--- src/rtl/pwm_ctrl_pkg.sv ---
// Shared types and helpers for the hoist PWM ramp sequencer.
// Control word layout: [0] enable, [2:1] prescale, [4:3] mode.
package pwm_ctrl_pkg;

  typedef enum logic [2:0] {
    S_IDLE  = 3'd0,
    S_RAMP  = 3'd1,
    S_HOLD  = 3'd2,
    S_DEAD  = 3'd3,
    S_ESTOP = 3'd4
  } state_e;

  localparam logic [1:0] MODE_OFF = 2'b00;
  localparam logic [1:0] MODE_FWD = 2'b01;
  localparam logic [1:0] MODE_REV = 2'b10;

  localparam int CTL_EN   = 0;
  localparam int CTL_PS   = 1;
  localparam int CTL_MODE = 3;

  function automatic logic [4:0] make_control(
    input logic       en,
    input logic [1:0] prescale,
    input logic [1:0] mode
  );
    logic [4:0] c;
    c = '0;
    c[CTL_EN]       = en;
    c[CTL_PS+:2]    = prescale;
    c[CTL_MODE+:2]  = mode;
    return c;
  endfunction

endpackage

--- src/rtl/pwm_ramp_ctrl_if.sv ---
// Command handshake into the ramp sequencer.
// Master issues direction + target, slave answers with ready.
interface pwm_ramp_ctrl_if #(
  parameter int DUTY_W = 10
);
  logic              cmd_valid;
  logic              cmd_ready;
  logic              cmd_dir;
  logic [DUTY_W-1:0] cmd_target;

  modport master (
    output cmd_valid,
    output cmd_dir,
    output cmd_target,
    input  cmd_ready
  );

  modport slave (
    input  cmd_valid,
    input  cmd_dir,
    input  cmd_target,
    output cmd_ready
  );
endinterface

--- src/rtl/ramp_ticker.sv ---
// Free-running modulo-DIV divider with synchronous clear.
// tick is high for the single cycle where the count is DIV-1.
module ramp_ticker #(
  parameter int DIV = 4
) (
  input  logic clk,
  input  logic reset,
  input  logic clr,
  output logic tick
);
  localparam int CW = (DIV > 1) ? $clog2(DIV) : 1;
  localparam logic [CW-1:0] LAST = CW'(DIV - 1);

  logic [CW-1:0] cnt_q, cnt_d;

  assign tick = !clr && (cnt_q == LAST);

  always_comb begin
    cnt_d = cnt_q + 1'b1;
    if (clr || tick) cnt_d = '0;
  end

  always_ff @(posedge clk or negedge reset) begin
    if (!reset) cnt_q <= '0;
    else        cnt_q <= cnt_d;
  end
endmodule

--- src/rtl/pwm_ramp_ctrl.sv ---
// Soft-start/stop sequencer for the hoist PWM: linear duty ramps,
// ramp-to-zero plus dead time before reversal, estop override.
module pwm_ramp_ctrl
  import pwm_ctrl_pkg::*;
#(
  parameter int         DUTY_W   = 10,
  parameter int         DUTY_MAX = 1000,
  parameter int         STEP     = 4,
  parameter int         RAMP_DIV = 1000,
  parameter int         DEAD_CYC = 100,
  parameter logic [1:0] PRESCALE = 2'b01
) (
  input  logic              clk,
  input  logic              reset,
  pwm_ramp_ctrl_if.slave    cmd,
  input  logic              estop,
  output logic [4:0]        control,
  output logic [DUTY_W-1:0] duty_cycle,
  output logic              busy,
  output logic              done
);
  localparam logic [DUTY_W-1:0] MAXV  = DUTY_W'(DUTY_MAX);
  localparam logic [DUTY_W-1:0] STEPV = DUTY_W'(STEP);

  state_e            st_q, st_d;
  logic [DUTY_W-1:0] duty_q, duty_d;
  logic [DUTY_W-1:0] tgt_q, tgt_d;
  logic [DUTY_W-1:0] ptgt_q, ptgt_d;
  logic              dir_q, dir_d;
  logic              pdir_q, pdir_d;
  logic              pend_q, pend_d;
  logic [4:0]        ctl_q, ctl_d;
  logic              busy_q, busy_d;
  logic              done_q, done_d;

  logic              accept;
  logic [DUTY_W-1:0] tgt_c;
  logic [DUTY_W-1:0] diff;
  logic [DUTY_W-1:0] stepped;
  logic              up;
  logic              rtick;
  logic              dtick;

  ramp_ticker #(.DIV(RAMP_DIV)) u_ramp (
    .clk   (clk),
    .reset (reset),
    .clr   (st_q != S_RAMP),
    .tick  (rtick)
  );

  ramp_ticker #(.DIV(DEAD_CYC)) u_dead (
    .clk   (clk),
    .reset (reset),
    .clr   (st_q != S_DEAD),
    .tick  (dtick)
  );

  assign cmd.cmd_ready = (st_q == S_IDLE || st_q == S_HOLD)
                       && !estop;
  assign accept = cmd.cmd_valid && cmd.cmd_ready;
  assign tgt_c  = (cmd.cmd_target > MAXV) ? MAXV
                                          : cmd.cmd_target;

  // Saturating step toward tgt_q; never overshoots.
  always_comb begin
    up      = duty_q < tgt_q;
    diff    = up ? (tgt_q - duty_q) : (duty_q - tgt_q);
    stepped = tgt_q;
    if (diff > STEPV)
      stepped = up ? (duty_q + STEPV) : (duty_q - STEPV);
  end

  always_comb begin
    st_d   = st_q;
    duty_d = duty_q;
    tgt_d  = tgt_q;
    dir_d  = dir_q;
    pend_d = pend_q;
    pdir_d = pdir_q;
    ptgt_d = ptgt_q;
    done_d = 1'b0;
    if (estop) begin
      st_d   = S_ESTOP;
      duty_d = '0;
      tgt_d  = '0;
      pend_d = 1'b0;
      ptgt_d = '0;
    end else begin
      unique case (st_q)
        S_IDLE, S_HOLD: begin
          if (accept) begin
            st_d = S_RAMP;
            if (cmd.cmd_dir == dir_q || duty_q == '0) begin
              dir_d  = cmd.cmd_dir;
              tgt_d  = tgt_c;
              pend_d = 1'b0;
            end else begin
              pend_d = 1'b1;
              pdir_d = cmd.cmd_dir;
              ptgt_d = tgt_c;
              tgt_d  = '0;
            end
          end
        end
        S_RAMP: begin
          if (duty_q == tgt_q) begin
            if (tgt_q != '0) begin
              done_d = 1'b1;
              st_d   = S_HOLD;
            end else if (pend_q) begin
              st_d = S_DEAD;
            end else begin
              done_d = 1'b1;
              st_d   = S_IDLE;
            end
          end else if (rtick) begin
            duty_d = stepped;
          end
        end
        S_DEAD: begin
          if (dtick) begin
            if (pend_q) begin
              st_d   = S_RAMP;
              dir_d  = pdir_q;
              tgt_d  = ptgt_q;
              pend_d = 1'b0;
            end else begin
              st_d = S_IDLE;
            end
          end
        end
        S_ESTOP: st_d = S_DEAD;
        default: st_d = S_IDLE;
      endcase
    end
  end

  always_comb begin
    busy_d = !(st_d == S_IDLE || st_d == S_HOLD);
    ctl_d  = '0;
    if ((st_d == S_RAMP || st_d == S_HOLD)
        && (duty_d != '0 || tgt_d != '0))
      ctl_d = make_control(1'b1, PRESCALE,
                           dir_d ? MODE_REV : MODE_FWD);
  end

  always_ff @(posedge clk or negedge reset) begin
    if (!reset) begin
      st_q   <= S_IDLE;
      duty_q <= '0;
      tgt_q  <= '0;
      dir_q  <= 1'b0;
      pend_q <= 1'b0;
      pdir_q <= 1'b0;
      ptgt_q <= '0;
      ctl_q  <= '0;
      busy_q <= 1'b0;
      done_q <= 1'b0;
    end else begin
      st_q   <= st_d;
      duty_q <= duty_d;
      tgt_q  <= tgt_d;
      dir_q  <= dir_d;
      pend_q <= pend_d;
      pdir_q <= pdir_d;
      ptgt_q <= ptgt_d;
      ctl_q  <= ctl_d;
      busy_q <= busy_d;
      done_q <= done_d;
    end
  end

  assign control    = ctl_q;
  assign duty_cycle = duty_q;
  assign busy       = busy_q;
  assign done       = done_q;
endmodule
--- src/flat_wrapper.sv ---
// flat-port wrapper written by rule: the top's interface ports become plain ports
module pwm_ramp_ctrl_flat import pwm_ctrl_pkg::*;
#(
  parameter int         DUTY_W   = 10,
  parameter int         DUTY_MAX = 1000,
  parameter int         STEP     = 4,
  parameter int         RAMP_DIV = 1000,
  parameter int         DEAD_CYC = 100,
  parameter logic [1:0] PRESCALE = 2'b01
)
  (clk, reset, estop, control, duty_cycle, busy, done, cmd_cmd_valid, cmd_cmd_dir, cmd_cmd_target, cmd_cmd_ready);
  pwm_ramp_ctrl_if #(.DUTY_W(DUTY_W)) cmd_i ();
  input  logic clk;
  input  logic reset;
  input  logic estop;
  output logic [4:0] control;
  output logic [DUTY_W-1:0] duty_cycle;
  output logic busy;
  output logic done;
  input wire logic [$bits(cmd_i.cmd_valid)-1:0] cmd_cmd_valid;
  input wire logic [$bits(cmd_i.cmd_dir)-1:0] cmd_cmd_dir;
  input wire logic [$bits(cmd_i.cmd_target)-1:0] cmd_cmd_target;
  output wire logic [$bits(cmd_i.cmd_ready)-1:0] cmd_cmd_ready;
  assign cmd_i.cmd_valid = cmd_cmd_valid;
  assign cmd_i.cmd_dir = cmd_cmd_dir;
  assign cmd_i.cmd_target = cmd_cmd_target;
  assign cmd_cmd_ready = cmd_i.cmd_ready;
  pwm_ramp_ctrl #(.DUTY_W(DUTY_W), .DUTY_MAX(DUTY_MAX), .STEP(STEP), .RAMP_DIV(RAMP_DIV), .DEAD_CYC(DEAD_CYC), .PRESCALE(PRESCALE)) u_core (.clk(clk), .reset(reset), .cmd(cmd_i), .estop(estop), .control(control), .duty_cycle(duty_cycle), .busy(busy), .done(done));
endmodule
--- config.mk ---
export PLATFORM = sky130hd
export DESIGN_NAME = pwm_ramp_ctrl_flat
export DESIGN_NICKNAME = d
export VERILOG_FILES = /design/src/rtl/pwm_ctrl_pkg.sv /design/src/rtl/pwm_ramp_ctrl_if.sv /design/src/rtl/ramp_ticker.sv /design/src/rtl/pwm_ramp_ctrl.sv /design/src/flat_wrapper.sv
export SDC_FILE = /design/constraint.sdc
export NUM_CORES = 1
export LEC_CHECK = 0
export ABC_AREA = 1
export CAP_MARGIN = 10
export CORE_MARGIN = 1
export CORE_UTILIZATION = 66
export CTS_BUF_LIST = sky130_fd_sc_hd__clkbuf_2 sky130_fd_sc_hd__clkbuf_4 sky130_fd_sc_hd__clkbuf_8
export CTS_CLUSTER_SIZE = 40
export DETAILED_ROUTE_END_ITERATION = 10
export GPL_TIMING_DRIVEN = 1
export HOLD_SLACK_MARGIN = 0.03
export PLACE_DENSITY = 0.88
export SYNTH_ARGS = -nofsm -noshare
export SYNTH_HDL_FRONTEND = slang
export SYNTH_SLANG_ARGS = --single-unit
--- constraint.sdc ---
create_clock -name clk -period 4.6 [get_ports clk]
set_input_delay 1.15 -clock clk [delete_from_list [all_inputs] [get_ports clk]]
set_output_delay 1.15 -clock clk [all_outputs]
set_load 0.02 [all_outputs]
==> summary by stage <==
Global route
The via count of the first global-routing pass is 4126. The layer with the highest usage after global routing is met2. Global routing used 43.83% of the available met1 tracks. The global router's overall resource usage is 32.80%.

The fraction of met2 tracks used by global routing is 52.91%. For this run, global-route usage on met3 was measured as 6.660%. Entering global routing, the biggest net connects 31 pins.

The first global-routing pass estimated 18350 um of wire. The number of antenna violations at the first check in global routing is 0. Global routing finished with a remaining overflow of 0.

Timing
Setup violations remaining at the end of the flow were counted as 0. The minimum clock period is 3.693 ns. Setup slack closes at 0.9068 ns. The actual transition at the worst max-transition pin is 0.6734 ns. The number of hold violations in the final report is 0.

The worst clock skew on the final layout is 0.009103 ns. Measured against its own limit, the worst slew margin works out to 55.06%. The minimum hold slack is 0.4600 ns.

Setup total negative slack on the finished layout was measured at 0 ns. Timing would allow up to 0.2708 GHz. The count of pins over their slew limit was 0.

Setup repair after global routing left no endpoint under its margin. The post-route clock period utilization is 80.29%.

Drt
The count of vias placed by the detailed router is 4343. The pre-antenna-repair detailed-routing pass consisted of 6 iterations. The routed design has 10720 um of wire. The DRC violations left is 0.

The first-iteration detailed-routing DRC count is 429. Using the TritonRoute via totals, the vias-per-cell ratio works out to 5.737. The residual antenna-violating net count after detailed routing is 0. Dividing the detail-routed wire length by the instance count gives 14.17 um.

Synthesis
The synthesis-stage register bit count is 58. Synthesis instantiated 42 different standard cells from the library. The netlist area before placement is 4354 sq um. Synthesis produced 642 cells. In the synthesized netlist the async set-or-reset flop fraction comes to 100.0%. The Yosys warning count is 0. The synthesized design contains 0 enable-type register cells.

The multiplexer fraction of the synthesized cell area is 0.2586%. The share of the Yosys chip area taken by registers is 33.33%. The fraction of synthesized cell area taken by the top area cell type is 33.33%. Summing the areas of all and, or, nand and nor instances in the mapped netlist gives 35.17% of the synthesized area. The number of nets produced by synthesis is 685. The area share of xor/xnor cells in the synthesized design is 1.408%. The area share of fa/ha/maj cells after synthesis is 8.218%. The main combinational cell family by area after synthesis is simple AND/OR/NAND/NOR gates.

Summing the areas of all compound-gate instances in the mapped netlist gives 10.83% of the synthesized area. After synthesis, the mean cell area works out to 6.782 sq um. The dominant register cell in the synthesized netlist is sky130_fd_sc_hd__dfrtp_1. Sorting the synthesized cells by area gives the leading types as sky130_fd_sc_hd__dfrtp_1 (33%), sky130_fd_sc_hd__nand2_1 (15%), sky130_fd_sc_hd__inv_1 (9.0%). Of all cell types, the one taking the most synthesized area is sky130_fd_sc_hd__dfrtp_1.

Place
The half-perimeter wire length after placement is 8217 um. In this run the tool buffered the top-level ports with 31 buffer cells. The number of cells after detailed placement is 741.

Timing analysis after detailed placement gives a worst setup slack of 0.9495 ns. After detailed placement, the total cell area comes to 4711 sq um. The routability-driven placement congestion ratio is 0.9690.

Floorplanning
The floorplan step set the die width to 83.23 um. The die height is 83.23 um. The placeable core region is 6350 sq um. The floorplan has 29 rows. The initial utilization of the core area, before any placement, comes to 68.57%. During I/O placement, the number of pins put on the boundary was 33. The die footprint is 6926 sq um.

Setup path
Along the worst path, the maximum fanout reaches 11. STA classifies the critical path startpoint as a flop. STA puts the critical path data arrival time at 3.93 ns. The largest individual stage delay along the critical path comes from the cell sky130_fd_sc_hd__dfrtp_1.

The critical path endpoint category is a flop. The critical path in this run is classified as flop to flop. Data on the critical path is required at its endpoint by 4.83 ns. The signal on the critical path passes through inv_1 -> ha_1 -> nand2_2 -> inv_1 -> nand2_1 -> nand3_2 -> nand2_1 -> nand2_2 -> ha_1 -> nand2_1 -> o21ai_0 -> nand2_1 -> a21oi_1 -> or2_2 -> o21ai_0 -> a21oi_1 -> nand2_1 -> nand3_1 -> nand2_1 -> nor2_1 -> nand3_1 -> nand2_1 -> nor2_1.

The most used cell along the critical path is sky130_fd_sc_hd__nand2_1. The delay of the slowest critical-path stage is 0.48 ns.

CTS
The maximum count of clock buffers along a single path is 2. The number of clock buffers inserted by TritonCTS is 9. The clock sink count is 58. TritonCTS built the clock tree. The clock-pin slew on the worst setup and hold paths is 0.07 ns. The number of buffers inserted to repair setup after CTS is 0. In this run, post-CTS hold repair placed 0 buffers. The clock root buffer is sky130_fd_sc_hd__clkbuf_8.

The latest clock arrival within the worst-skew pair is 0.34 ns. The number of levels in the clock H-tree is 3. The number of gates resized after cts is 0.

Final layout
The diode insertion count for antenna repair is 0. The count of nets after finishing is 718. Summing all non-filler instances in the final layout gives an area of 4890 sq um. Once layout is complete, the utilization of the core stands at 77.00%.

Of the cells placed in the final design, the portion with a size suffix greater than 1 is 6.618%. The finished layout holds 757 standard cells, fillers aside. From synthesis to final layout, the design area changed by 12.30%.

Pwr
For this design the static power due to leakage is 2.672 nW. The post-route total power is 1.245 mW. The power density over cell area is 254.6 nW/um^2. The highest ir drop seen on vdd is 0.2589 mV.

Min path
In this run the worst hold path is classified as flop to flop.

Job
Max-cap violations in this run came to 0.

Outcome
The flow ran to the end, and the final reports show no timing, DRC or antenna violations.
[worst max-delay path, delay by kind of cell (launching register included)]
| kind | cells | cell delay, ns |
|---|---|---|
| flip-flops | 1 | 0.48 |
| adder cells (fa/ha/maj) | 2 | 0.83 |
| buffers and inverters | 2 | 0.17 |
| AND/OR/NAND/NOR | 15 | 1.46 |
| AO/OA/AOI/OAI | 4 | 0.65 |
[cell families (layout without fill, tap and decap cells)]
kind of cell / Yosys count / after routing
buffers and inverters: 117 / 155
adders and majority gates: 28 / 28
other: 1 / 1
xor gates and xnor gates: 7 / 7
muxes: 1 / 1
AOI/OAI and AO/OA: 84 / 84
DFF: 58 / 58
and+or+nand+nor: 346 / 346
[layout by cell type (no fill, tap or decap), types with 15 or more instances in the layout]
cell	count
sky130_fd_sc_hd__a21oi_1	37
sky130_fd_sc_hd__clkdlybuf4s50_1	30
sky130_fd_sc_hd__dfrtp_1	58
sky130_fd_sc_hd__ha_1	27
sky130_fd_sc_hd__inv_1	104
sky130_fd_sc_hd__nand2_1	175
sky130_fd_sc_hd__nand3_1	56
sky130_fd_sc_hd__nor2_1	55
sky130_fd_sc_hd__nor3_1	15
sky130_fd_sc_hd__o21ai_0	25
[per-layer routing]
metal | share of wire, % | vias up | wire, um
met3 | 8.0 | 26 | 862
met1 | 43 | 1989 | 4584
met2 | 47 | 195 | 5022
met4 | 2.4 | 0 | 254
li1 | - | 2133 | -
met5 | 0 | - | 0
[state kept, by name (all words and copies together), names as in the netlist, 3 cells and up]
signal               count
u_core.u_ramp.cnt_q     10
u_core.control           3
u_core.tgt_q            10
u_core.st_q              3
u_core.ptgt_q           10
u_core.u_dead.cnt_q      7
u_core.duty_cycle       10
[area by class of cell]
| type | instances | area [sq um] |
|---|---|---|
| inverter | 104 | 390.4 |
| timing repair buffer | 35 | 335.3 |
| clock buffer | 10 | 137.6 |
| clock inverter | 6 | 41.29 |
| multi-input combinational | 467 | 2437 |
| sequential | 58 | 1451 |
| fill | 489 | 1460 |
| tap | 77 | 96.34 |
[synthesized netlist by cell type (2+ instances only)]
master,count
sky130_fd_sc_hd__a21oi_1,37
sky130_fd_sc_hd__xnor2_1,2
sky130_fd_sc_hd__buf_4,4
sky130_fd_sc_hd__nand3b_1,3
sky130_fd_sc_hd__a21oi_2,2
sky130_fd_sc_hd__nor3_1,15
sky130_fd_sc_hd__nand2_1,175
sky130_fd_sc_hd__nor3b_1,6
sky130_fd_sc_hd__nand2_2,6
sky130_fd_sc_hd__nor2_2,7
sky130_fd_sc_hd__nand3_1,56
sky130_fd_sc_hd__nor2_1,55
sky130_fd_sc_hd__nor4_1,3
sky130_fd_sc_hd__ha_1,27
sky130_fd_sc_hd__clkbuf_1,4
sky130_fd_sc_hd__inv_1,104
sky130_fd_sc_hd__nand4_1,11
sky130_fd_sc_hd__o22ai_1,8
sky130_fd_sc_hd__o21ai_0,25
sky130_fd_sc_hd__a21o_1,4
sky130_fd_sc_hd__dfrtp_1,58
sky130_fd_sc_hd__xor2_1,5
sky130_fd_sc_hd__or2_2,4
sky130_fd_sc_hd__buf_2,3
[where the power goes]
group          leakage (nW)  internal (mW)  switching [mW]
registers             0.800          0.521         0.00996
clock network        0.0847          0.210           0.218
logic                  1.79         0.0916           0.195
total                  2.67          0.822           0.423
[final timing paths]
check | start | endpoint | slack [ns] | depth (start not counted)
worst min-delay path | u_core.u_dead.cnt_q[0] | u_core.u_dead.cnt_q[0] | 0.46 | 1
min in group asynchronous | reset | u_core.u_ramp.cnt_q[2] | 0.82 | 1
max in group asynchronous | reset | u_core.ptgt_q[0] | 2.95 | 2
worst max register to register | u_core.duty_cycle[4] | u_core.control[3] | 0.91 | 23
worst min register to register | u_core.u_dead.cnt_q[0] | u_core.u_dead.cnt_q[0] | 0.46 | 1
worst max-delay path | u_core.duty_cycle[4] | u_core.control[3] | 0.91 | 23
Note: power is estimated with default switching activity, not from simulation.
